--- config.mk ---
export PLATFORM = sky130hd
export DESIGN_NAME = bin2gray
export DESIGN_NICKNAME = d
export VERILOG_FILES = /design/src/rtl/bin2gray_pkg.sv /design/src/rtl/bin2gray_g2b.sv /design/src/rtl/bin2gray.sv
export SDC_FILE = /design/constraint.sdc
export NUM_CORES = 1
export LEC_CHECK = 0
export BUFFER_PORTS_ARGS = -buffer_cell sky130_fd_sc_hd__buf_2
export CAP_MARGIN = 20
export CORE_UTILIZATION = 45
export CTS_BUF_LIST = sky130_fd_sc_hd__clkbuf_8
export DETAILED_ROUTE_END_ITERATION = 8
export PLACE_DENSITY = 0.7
export REMOVE_ABC_BUFFERS = 1
export SLEW_MARGIN = 40
export SYNTH_ARGS = -nofsm -noshare
export SYNTH_HDL_FRONTEND = slang
export SYNTH_SLANG_ARGS = --single-unit
--- constraint.sdc ---
create_clock -name clk -period 3 [get_ports clk]
set_input_delay 0.6 -clock clk [delete_from_list [all_inputs] [get_ports clk]]
set_output_delay 0.6 -clock clk [all_outputs]
set_load 0.01 [all_outputs]
--- src/rtl/bin2gray_pkg.sv ---
// Shared Gray-code helpers: width-generic conversion functions and a popcount,
// operating on MAX_W-bit zero-extended values so any WIDTH up to MAX_W can use them.
package bin2gray_pkg;

  localparam int unsigned MAX_W = 32;

  typedef logic [MAX_W-1:0] word_t;

  function automatic word_t bin2gray_f(input word_t x);
    return x ^ (x >> 1);
  endfunction

  // Zero-extended upper bits leave the prefix XOR unchanged, so any WIDTH <= MAX_W works.
  function automatic word_t gray2bin_f(input word_t g);
    word_t r;
    r[MAX_W-1] = g[MAX_W-1];
    for (int i = MAX_W - 2; i >= 0; i--) begin
      r[i] = r[i+1] ^ g[i];
    end
    return r;
  endfunction

  function automatic int unsigned popcount_f(input word_t x);
    int unsigned n;
    n = 0;
    for (int i = 0; i < MAX_W; i++) begin
      n += 32'(x[i]);
    end
    return n;
  endfunction

endpackage

--- src/rtl/bin2gray_g2b.sv ---
// Combinational Gray-to-binary inverse; also usable on the far side of a CDC.
module gray2bin #(
  parameter int unsigned WIDTH = 4
) (
  input  logic [WIDTH-1:0] g,
  output logic [WIDTH-1:0] bin
);

  // Prefix XOR from the MSB down; each bit depends on the one above it.
  always_comb begin
    bin[WIDTH-1] = g[WIDTH-1];
    for (int i = int'(WIDTH) - 2; i >= 0; i--) begin
      bin[i] = bin[i+1] ^ g[i];
    end
  end

endmodule

--- src/rtl/bin2gray.sv ---
// Binary-to-Gray converter with a zero-latency output, a registered output with
// valid flag, a single-bit-step checker and a Gray-to-binary round-trip self-check.
module bin2gray
  import bin2gray_pkg::*;
#(
  parameter int unsigned WIDTH = 4
) (
  input  logic             clk,
  input  logic             rst,
  input  logic [WIDTH-1:0] a,
  input  logic             in_valid,
  output logic [WIDTH-1:0] b,
  output logic [WIDTH-1:0] b_q,
  output logic             out_valid,
  output logic             step_err,
  output logic             rt_err
);

  logic [WIDTH-1:0] a_last;
  logic             have_prev;
  logic [WIDTH-1:0] chk_gray;
  logic [WIDTH-1:0] rt_bin;
  logic [WIDTH-1:0] a_diff;
  logic             adjacent;
  logic             step_bad;

  assign b = WIDTH'(bin2gray_f(MAX_W'(a)));

  // The step checker looks at its own copy of the Gray code so a corrupted value
  // can be injected there without disturbing b or b_q.
  assign chk_gray = b;

  gray2bin #(.WIDTH(WIDTH)) u_g2b (
    .g   (b),
    .bin (rt_bin)
  );

  assign a_diff   = a - a_last;
  assign adjacent = (a_diff == WIDTH'(1)) || (a_diff == {WIDTH{1'b1}});
  assign step_bad = have_prev && adjacent &&
                    (popcount_f(MAX_W'(chk_gray ^ b_q)) != 1);

  // NOTE: sequential state uses non-blocking assignments so every register sees
  // pre-edge values (step_bad compares against the old b_q/a_last, not the new ones).
  always_ff @(posedge clk or posedge rst) begin
    if (rst) begin
      b_q       <= '0;
      a_last    <= '0;
      have_prev <= 1'b0;
      out_valid <= 1'b0;
      step_err  <= 1'b0;
      rt_err    <= 1'b0;
    end else begin
      out_valid <= in_valid;
      if (in_valid) begin
        b_q       <= b;
        a_last    <= a;
        have_prev <= 1'b1;
        step_err  <= step_err | step_bad;
        rt_err    <= rt_err | (rt_bin != a);
      end
    end
  end

endmodule

Word level (Yosys, flattened, before mapping)
Index checks and enable logic that the tools add are counted.
W data, S select, Z words.
- add/sub/neg operators: 32
- eq/ne operators: 4
- bitwise operators: 7
- reductions and logical operators: 3
- operators by type and width (operator ; number):
    $add A31 B1 Y32 const B ; 1
    $ne A32 B1 Y1 const B ; 1
    $add A30 B1 Y31 const B ; 1
    $add A29 B1 Y30 const B ; 1
    $add A28 B1 Y29 const B ; 1
    $add A27 B1 Y28 const B ; 1
    $add A26 B1 Y27 const B ; 1
    $add A25 B1 Y26 const B ; 1
    $add A24 B1 Y25 const B ; 1
    $add A23 B1 Y24 const B ; 1
    $add A22 B1 Y23 const B ; 1
    $add A21 B1 Y22 const B ; 1
    $add A20 B1 Y21 const B ; 1
    $add A19 B1 Y20 const B ; 1
    $add A18 B1 Y19 const B ; 1
    $add A17 B1 Y18 const B ; 1
    $add A16 B1 Y17 const B ; 1
    $add A15 B1 Y16 const B ; 1
    $add A14 B1 Y15 const B ; 1
    $add A13 B1 Y14 const B ; 1
    $add A12 B1 Y13 const B ; 1
    $add A11 B1 Y12 const B ; 1
    $add A10 B1 Y11 const B ; 1
    $add A9 B1 Y10 const B ; 1
    18 further kinds ; 22
- flip-flop bits (word level): 12
- output and inout port bits: 11
- logic and storage cells: 52

Logic depth before layout (Yosys ltp)
Gate-level depths: netlist of run 1.
- depth in word-level cells: 36
- depth in mapped cells: 10
- mapped depth without buffers: 10

By module
Synthesis of run 1 repeated with hierarchy kept, for this count alone.
- cells, all modules: 71
- area, all modules: 748.2 um2
- by module, submodules not included (module ; times used ; cells each ; area an instance (um2) ; seq. area each (um2)):
    bin2gray ; 1 ; 66 ; 698.2 ; 275.3
    gray2bin ; 1 ; 5 ; 50.0 ; 0.0

Worst setup path after synthesis of run 1
OpenSTA, ideal clock, no wires.
- kind: input to register
- start: input port a[1]
- end: register step_err
- library setup time: 0.104 ns
- arrival: 2.767 ns
- slack: 0.129 ns
- stages on the path: 10
- cells stage by stage: xor2_1 > xnor2_1 > fa_1 > inv_1 > ha_1 > ha_1 > nor2_1 > a211o_1 > a2111o_1 > o311ai_1
- longest elaborated chain between the ends: 36
- ends and longest elaborated chain (what ; line ; source):
    start: declaration ; bin2gray.sv:10 ; input logic [WIDTH-1:0] a,
    $xor A4 B3 Y4 ; bin2gray_pkg.sv:10 ; return x ^ (x >> 1);
    $xor A4 B4 Y4 ; bin2gray.sv:41 ; (popcount_f(MAX_W'(chk_gray ^ b_q)) != 1);
    $add A1 B1 Y2 ; bin2gray_pkg.sv:27 ; n += 32'(x[i]);
    $add A2 B1 Y3 ; bin2gray_pkg.sv:27 ;
    $add A3 B1 Y4 ; bin2gray_pkg.sv:27 ;
    $add A4 B1 Y5 ; bin2gray_pkg.sv:27 ;
    $add A5 B1 Y6 ; bin2gray_pkg.sv:27 ;
    $add A6 B1 Y7 ; bin2gray_pkg.sv:27 ;
    [20 not listed] ; -- ;
    $add A27 B1 Y28 ; bin2gray_pkg.sv:27 ;
    $add A28 B1 Y29 ; bin2gray_pkg.sv:27 ;
    $add A29 B1 Y30 ; bin2gray_pkg.sv:27 ;
    $add A30 B1 Y31 ; bin2gray_pkg.sv:27 ;
    $add A31 B1 Y32 ; bin2gray_pkg.sv:27 ;
    $ne A32 B1 Y1 ; bin2gray.sv:41 ;
    $logic_and A1 B1 Y1 * ; bin2gray.sv:40 ; assign step_bad = have_prev && adjacent &&
    $or A1 B1 Y1 * ; bin2gray.sv:59 ; step_err <= step_err | step_bad;
    end signal: assignment ; bin2gray.sv:59 ;
    end: declaration ; bin2gray.sv:15 ; output logic step_err,
Mark *: on every way between the ends. The rest lies on a longest branch, timed or not.
A chain may end at the register's enable or synchronous reset.

Worst setup path in the final report of run 1
Ends and elaborated chain as after synthesis.

==> impl_metrics.tcl, run 1 <==
set metrics [dict create \
    busiest_layer "met2" \
    gr-total-overflow 0 \
    power_density_nw_per_um2 562.4 \
    cts.sinks 11 \
    worstPathMaxFanout 3 \
    worstPathArrival_ns 2.93 \
    place_ws_ns -0.004769 \
    use_met1 0.1849 \
    post-dp-hpwl_microns 846.6 \
    setup_viol 0 \
    fmax_ghz 0.3577 \
    path_class "in2reg" \
    firstDrtPassIters 2 \
    reg2reg_to "step_err$_DFFE_PP0P_" \
    post_drt_via_cell_ratio 4.579 \
    nFillCells 113 \
    ant_nets 0 \
    cp.required_ns 3.13 \
    cts.clk_slew.worst_paths_ns 0.05 \
    cts_tree "built" \
    peakVddDrop_uv 409.3 \
    grt_pass1_vias 370 \
    startpoint_type "primary input" \
    vias 435 \
    die_w_microns 40.10 \
    rsz0062_at_grt "no" \
    drt_iter0_drc 1 \
    grtUsageMet2 0.2258 \
    p_leak_nw 0.4139 \
    drc_errors 0 \
    start_util 0.4957 \
    postCtsSetupRepairBufs 0 \
    ys_warn_count 0 \
    drv_slew 0 \
    io_buffer_count 17 \
    grt_first_pass_wirelength_microns 1511 \
    cts_resized 0 \
    synth.avg_cell_area_sq_um 10.71 \
    track_usage 0.1523 \
    clock_skew_ns 0.001998 \
    ios 18 \
    min_period_ns 2.796 \
    syn_inst 61 \
    dieArea_sq_um 1608 \
    fin_util 0.6030 \
    hold_path.class "in2async" \
    cts_made_buffers 3 \
    clockRootBuffer "clkbuf_8" \
    holdWs_ns 0.3590 \
    ys_seq_elements 11 \
    hold_viol_final 0 \
    grt_max_degree 14 \
    diodes 0 \
    areaGrowthSynthToFinish_pct 21.65 \
    drive_gt1_frac 0.3375 \
    antenna_found_initial 0 \
    gr-usage-met3 0.1000 \
    setup_ws_ns 0.2042 \
    cts.path.max_buffers 2 \
    fp.coreArea_sq_um 1318 \
    synth_edf_count 0 \
    worst_setup_path_end_kind "register" \
    synth_top_flop_cell "dfrtp_1" \
    status "complete, no violations" \
    detail_route.wirelength_microns 1092 \
    async_flop_share 1.000 \
    die_y_microns 40.10 \
    clock_latency_ns 0.23 \
    nNetsFinal 95 \
    fin_crit_sh 0.9319 \
    netlist_area_sq_um 653.1 \
    hold_buffers 0 \
    drv_cap 0 \
    wl_per_cell_microns 11.49 \
    rr_worst_depth 9 \
    seq_area_frac_synth 0.4215 \
    gp_congestion 0.6837 \
    core.rowCount 13 \
    maxSlewHeadroom 0.7023 \
    fin_area_sq_um 794.5 \
    worst_pin_slew_ns 0.4461 \
    ys_types 20 \
    ff2ff_setup_slack_ns 0.45 \
    htreeDepth 1 \
    placed_area_sq_um 749.5 \
    r2r-start "b_q[3]$_DFFE_PP0P_" \
]
[through the flow]
stage	setup TNS (ns)	power [mW]	instances
after detailed placement	-0.004769	0.3046	91
after CTS	0	0.4541	95
after floorplan	0	0.2620	57
final	0	0.4468	95
after global routing	0	0.4820	95
after global placement	0	0.2994	91
[how the worst max path moves through the flow]
| stage | start | endpoint | cells after the start |
|---|---|---|---|
| 6_report | a[1] | step_err$_DFFE_PP0P_ | 11 |
| 5_1_grt | a[1] | step_err$_DFFE_PP0P_ | 11 |
| 4_1_cts | a[1] | step_err$_DFFE_PP0P_ | 11 |
| 3_5_place_dp | a[1] | step_err$_DFFE_PP0P_ | 11 |
| 3_3_place_gp | a[1] | step_err$_DFFE_PP0P_ | 11 |
| 2_1_floorplan | a[1] | step_err$_DFFE_PP0P_ | 10 |
[cell families (layout without fill, tap and decap cells)]
family	Yosys count	after routing	synth area share
compound gates	8	8	0.08620
xor+xnor	8	8	0.1073
fa+ha+maj	7	7	0.1571
buf+inv	13	32	0.08620
flops	11	11	0.4214
mux	4	4	0.06896
simple gates	10	10	0.07282
[routing by layer]
| layer | vias up | wire length (microns) |
|---|---|---|
| met5 | - | 0 |
| li1 | 234 | - |
| met2 | 12 | 467 |
| met4 | 0 | 0 |
| met3 | 0 | 56 |
| met1 | 189 | 569 |
[registers in the layout, indices dropped and copies added (netlist names)]
name,flops
step_err,1
a_last,3
rt_err,1
have_prev,1
b_q,4
out_valid,1
[critical path: stages]
cell	delay, ns
buf_2	0.13
xor2_1	0.28
xnor2_1	0.13
fa_1	0.49
inv_1	0.04
ha_1	0.20
ha_1	0.28
nor2_1	0.04
a211o_1	0.30
a2111o_1	0.35
o311ai_1	0.09
[cells in the mapped netlist (2+ instances only)]
library cell | count | area share
nand2_1 | 5 | 0.029
xnor2_1 | 5 | 0.067
nor2_1 | 2 | 0.011
ha_1 | 5 | 0.096
buf_4 | 2 | 0.023
dfrtp_1 | 11 | 0.42
clkbuf_1 | 2 | 0.011
inv_1 | 9 | 0.052
xor2_1 | 3 | 0.040
mux2_2 | 4 | 0.069
o21ai_0 | 3 | 0.023
fa_1 | 2 | 0.061
[final cells by class]
class,instances,area [sq um],share of cell area
Clock buffer,3,41.29,0.05197
Clock inverter,1,3.754,0.004724
Inverter,9,33.78,0.04252
Multi-Input combinational cell,37,321.6,0.4047
Sequential cell,11,275.3,0.3465
Tap cell,15,18.77,0.02362
Timing Repair Buffer,19,100.1,0.1260
[where the power goes]
group | switching, mW | total, mW | internal, mW
registers | 0.00707 | 0.167 | 0.160
clock network | 0.0534 | 0.143 | 0.0896
logic | 0.0729 | 0.136 | 0.0635
total | 0.133 | 0.447 | 0.313
[cell usage in the layout, fill, tap and decap left out, drive strengths merged, types with 2 or more instances in the layout]
master | synthesis | routed
inv | 9 | 10
dfrtp | 11 | 11
ha | 5 | 5
xnor2 | 5 | 5
mux2 | 4 | 4
xor2 | 3 | 3
nor2 | 2 | 2
clkbuf | 2 | 3
o21ai | 3 | 3
fa | 2 | 2
buf | 2 | 19
nand2 | 5 | 5
Power figures use the tool's default switching activity.
==> run 2: changes to the inputs <==
--- a/config.mk
+++ b/config.mk
@@ -7,10 +7,11 @@
 export LEC_CHECK = 0
 export BUFFER_PORTS_ARGS = -buffer_cell sky130_fd_sc_hd__buf_2
 export CAP_MARGIN = 20
-export CORE_UTILIZATION = 45
+export CORE_AREA = 2 2 39 41
 export CTS_BUF_LIST = sky130_fd_sc_hd__clkbuf_8
 export DETAILED_ROUTE_END_ITERATION = 8
-export PLACE_DENSITY = 0.7
+export DIE_AREA = 0 0 41 43
+export PLACE_DENSITY = 0.76
 export REMOVE_ABC_BUFFERS = 1
 export SLEW_MARGIN = 40
 export SYNTH_ARGS = -nofsm -noshare
==> run 2 against run 1 <==
Effect of this change:
- setup slack improved by 0.046 ns
- die area rose by 9.7%
- via count is 6.7% higher
- non-clock buffer count rose by 1
- flip-flop and latch count unchanged
- critical path type unchanged
- count of clock-buffer cells in the layout unchanged
- clock skew decreased by 0.0014 ns
- fmax rose by 1.7%
- clock power barely moved
==> impl_metrics.tcl, run 2 (same netlist as run 1, synthesis figures left out) <==
set metrics [dict create \
    top_regs "b_q x4, a_last x3" \
    core.rowCount 14 \
    peakVddDrop_uv 282.3 \
    cpMostUsedCell "ha_1" \
    dp_cells 93 \
    path_class "in2reg" \
    hold_viol_final 0 \
    cts_made_buffers 3 \
    ant_nets 0 \
    post-dp-hpwl_microns 951.8 \
    htreeDepth 1 \
    critical_path.max_stage_delay_ns 0.51 \
    worst_pin_slew_ns 0.4469 \
    cp.required_ns 3.12 \
    grt_max_degree 14 \
    worstPathMaxFanout 3 \
    ff2ff_setup_slack_ns 0.47 \
    cts.sinks 11 \
    die_w_microns 41 \
    hold_buffers 0 \
    critical_path.slowest_cell "fa_1" \
    io_buffer_count 17 \
    postCtsSetupRepairBufs 0 \
    min_period_ns 2.749 \
    gr-total-overflow 0 \
    clockRootBuffer "clkbuf_8" \
    layout_common_cells "buf_2, dfrtp_1, inv_1" \
    worst_setup_path_end_kind "register" \
    cts.clk_slew.worst_paths_ns 0.05 \
    fin_util 0.5805 \
    final_cells 97 \
    cts_resized 0 \
    setup_ws_ns 0.2506 \
    dieArea_sq_um 1763 \
    post_drt_via_cell_ratio 4.784 \
    startpoint_type "primary input" \
    fp.coreArea_sq_um 1384 \
    areaGrowthSynthToFinish_pct 22.99 \
    critPathTopFamily "adder cells" \
    cp_cell_sequence "buf_2 > xor2_1 > xnor2_1 > fa_1 > inv_1 > ha_1 > ha_1 > nor2_1 > a211o_1 > a2111o_1 > o311ai_1" \
    nFillCells 118 \
    gp_congestion 0.7891 \
    largest_reg_flops 4 \
    fin_tns_setup_ns 0 \
    hold_path.class "in2async" \
    clock_skew_ns 0.0005631 \
    track_usage 0.1532 \
    fmax_ghz 0.3637 \
    cp_num_cells 11 \
    die_y_microns 43 \
    fin_crit_sh 0.9165 \
    ios 18 \
    power_density_nw_per_um2 556.7 \
    status "complete, no violations" \
    drv_cap 0 \
    cts.path.max_buffers 2 \
    drv_slew 0 \
    rsz0062_at_grt "no" \
    antenna_found_initial 0 \
    rr_worst_depth 9 \
    detail_route.wirelength_microns 1157 \
    grt_pass1_vias 435 \
    firstDrtPassIters 2 \
    clock_latency_ns 0.23 \
    drt_iter0_drc 3 \
    setup_viol 0 \
    worstPathArrival_ns 2.87 \
    drive_gt1_frac 0.3457 \
    maxSlewHeadroom 0.7017 \
    grt_first_pass_wirelength_microns 1780 \
    cts_tree "built" \
    vias 464 \
    start_util 0.4720 \
    place_ws_ns -0.003979 \
    regMostFlops "b_q" \
    p_leak_nw 0.4187 \
    wl_per_cell_microns 11.93 \
    drc_errors 0 \
    nNetsFinal 96 \
    critical_path_buf_inv_count 2 \
    diodes 0 \
    final_common_cell "buf_2" \
]
==> run 2: changes by cell type in the layout (fill, tap and decap cells not counted) <==
cell and delta:
buf_4 +1
==> run 2: path summary, 6_finish.rpt <==
path                                    start               endpoint
min reg2reg                rt_err$_DFFE_PP0P_     rt_err$_DFFE_PP0P_
max in group asynchronous                 rst  a_last[0]$_DFFE_PP0P_
max reg2reg                b_q[3]$_DFFE_PP0P_   step_err$_DFFE_PP0P_
max                                      a[1]   step_err$_DFFE_PP0P_
min in group clk           rt_err$_DFFE_PP0P_     rt_err$_DFFE_PP0P_
min                                       rst     b_q[2]$_DFFE_PP0P_
==> run 2: layout make-up <==
cell class	instances	area, sq um	area share
clock inverters	1	3.754	0.004673
clock buffers	3	41.29	0.05140
inverters	9	33.78	0.04206
repair buffers	20	107.6	0.1340
multi-input cells	37	321.6	0.4003
flip-flops and latches	11	275.3	0.3427
well taps	16	20.02	0.02492
==> run 2: per-layer routing <==
metal  vias to the layer above  GRT usage  share of wire
met5                         -          0              0
met3                         0    0.04712          0.031
li1                        236          -              -
met1                       219     0.1939           0.45
met4                         0    0.06000              0
met2                         9     0.2344           0.52
==> run 2: metrics by stage <==
| step | total power, mW | cell area [sq um] | hold slack (ns) |
|---|---|---|---|
| after floorplan | 0.2620 | 630.6 | 0.4160 |
| after global placement | 0.3012 | 758.2 | 0.3620 |
| after detailed placement | 0.3105 | 758.2 | 0.3611 |
| after CTS | 0.4554 | 803.3 | 0.3721 |
| after global routing | 0.4823 | 803.3 | 0.3986 |
| final | 0.4472 | 803.3 | 0.3628 |
==> run 2: power by group <==
part / switching, mW / internal (mW) / total (mW)
logic: 0.0738 / 0.0647 / 0.139
registers: 0.00737 / 0.160 / 0.168
clock network: 0.0515 / 0.0895 / 0.141
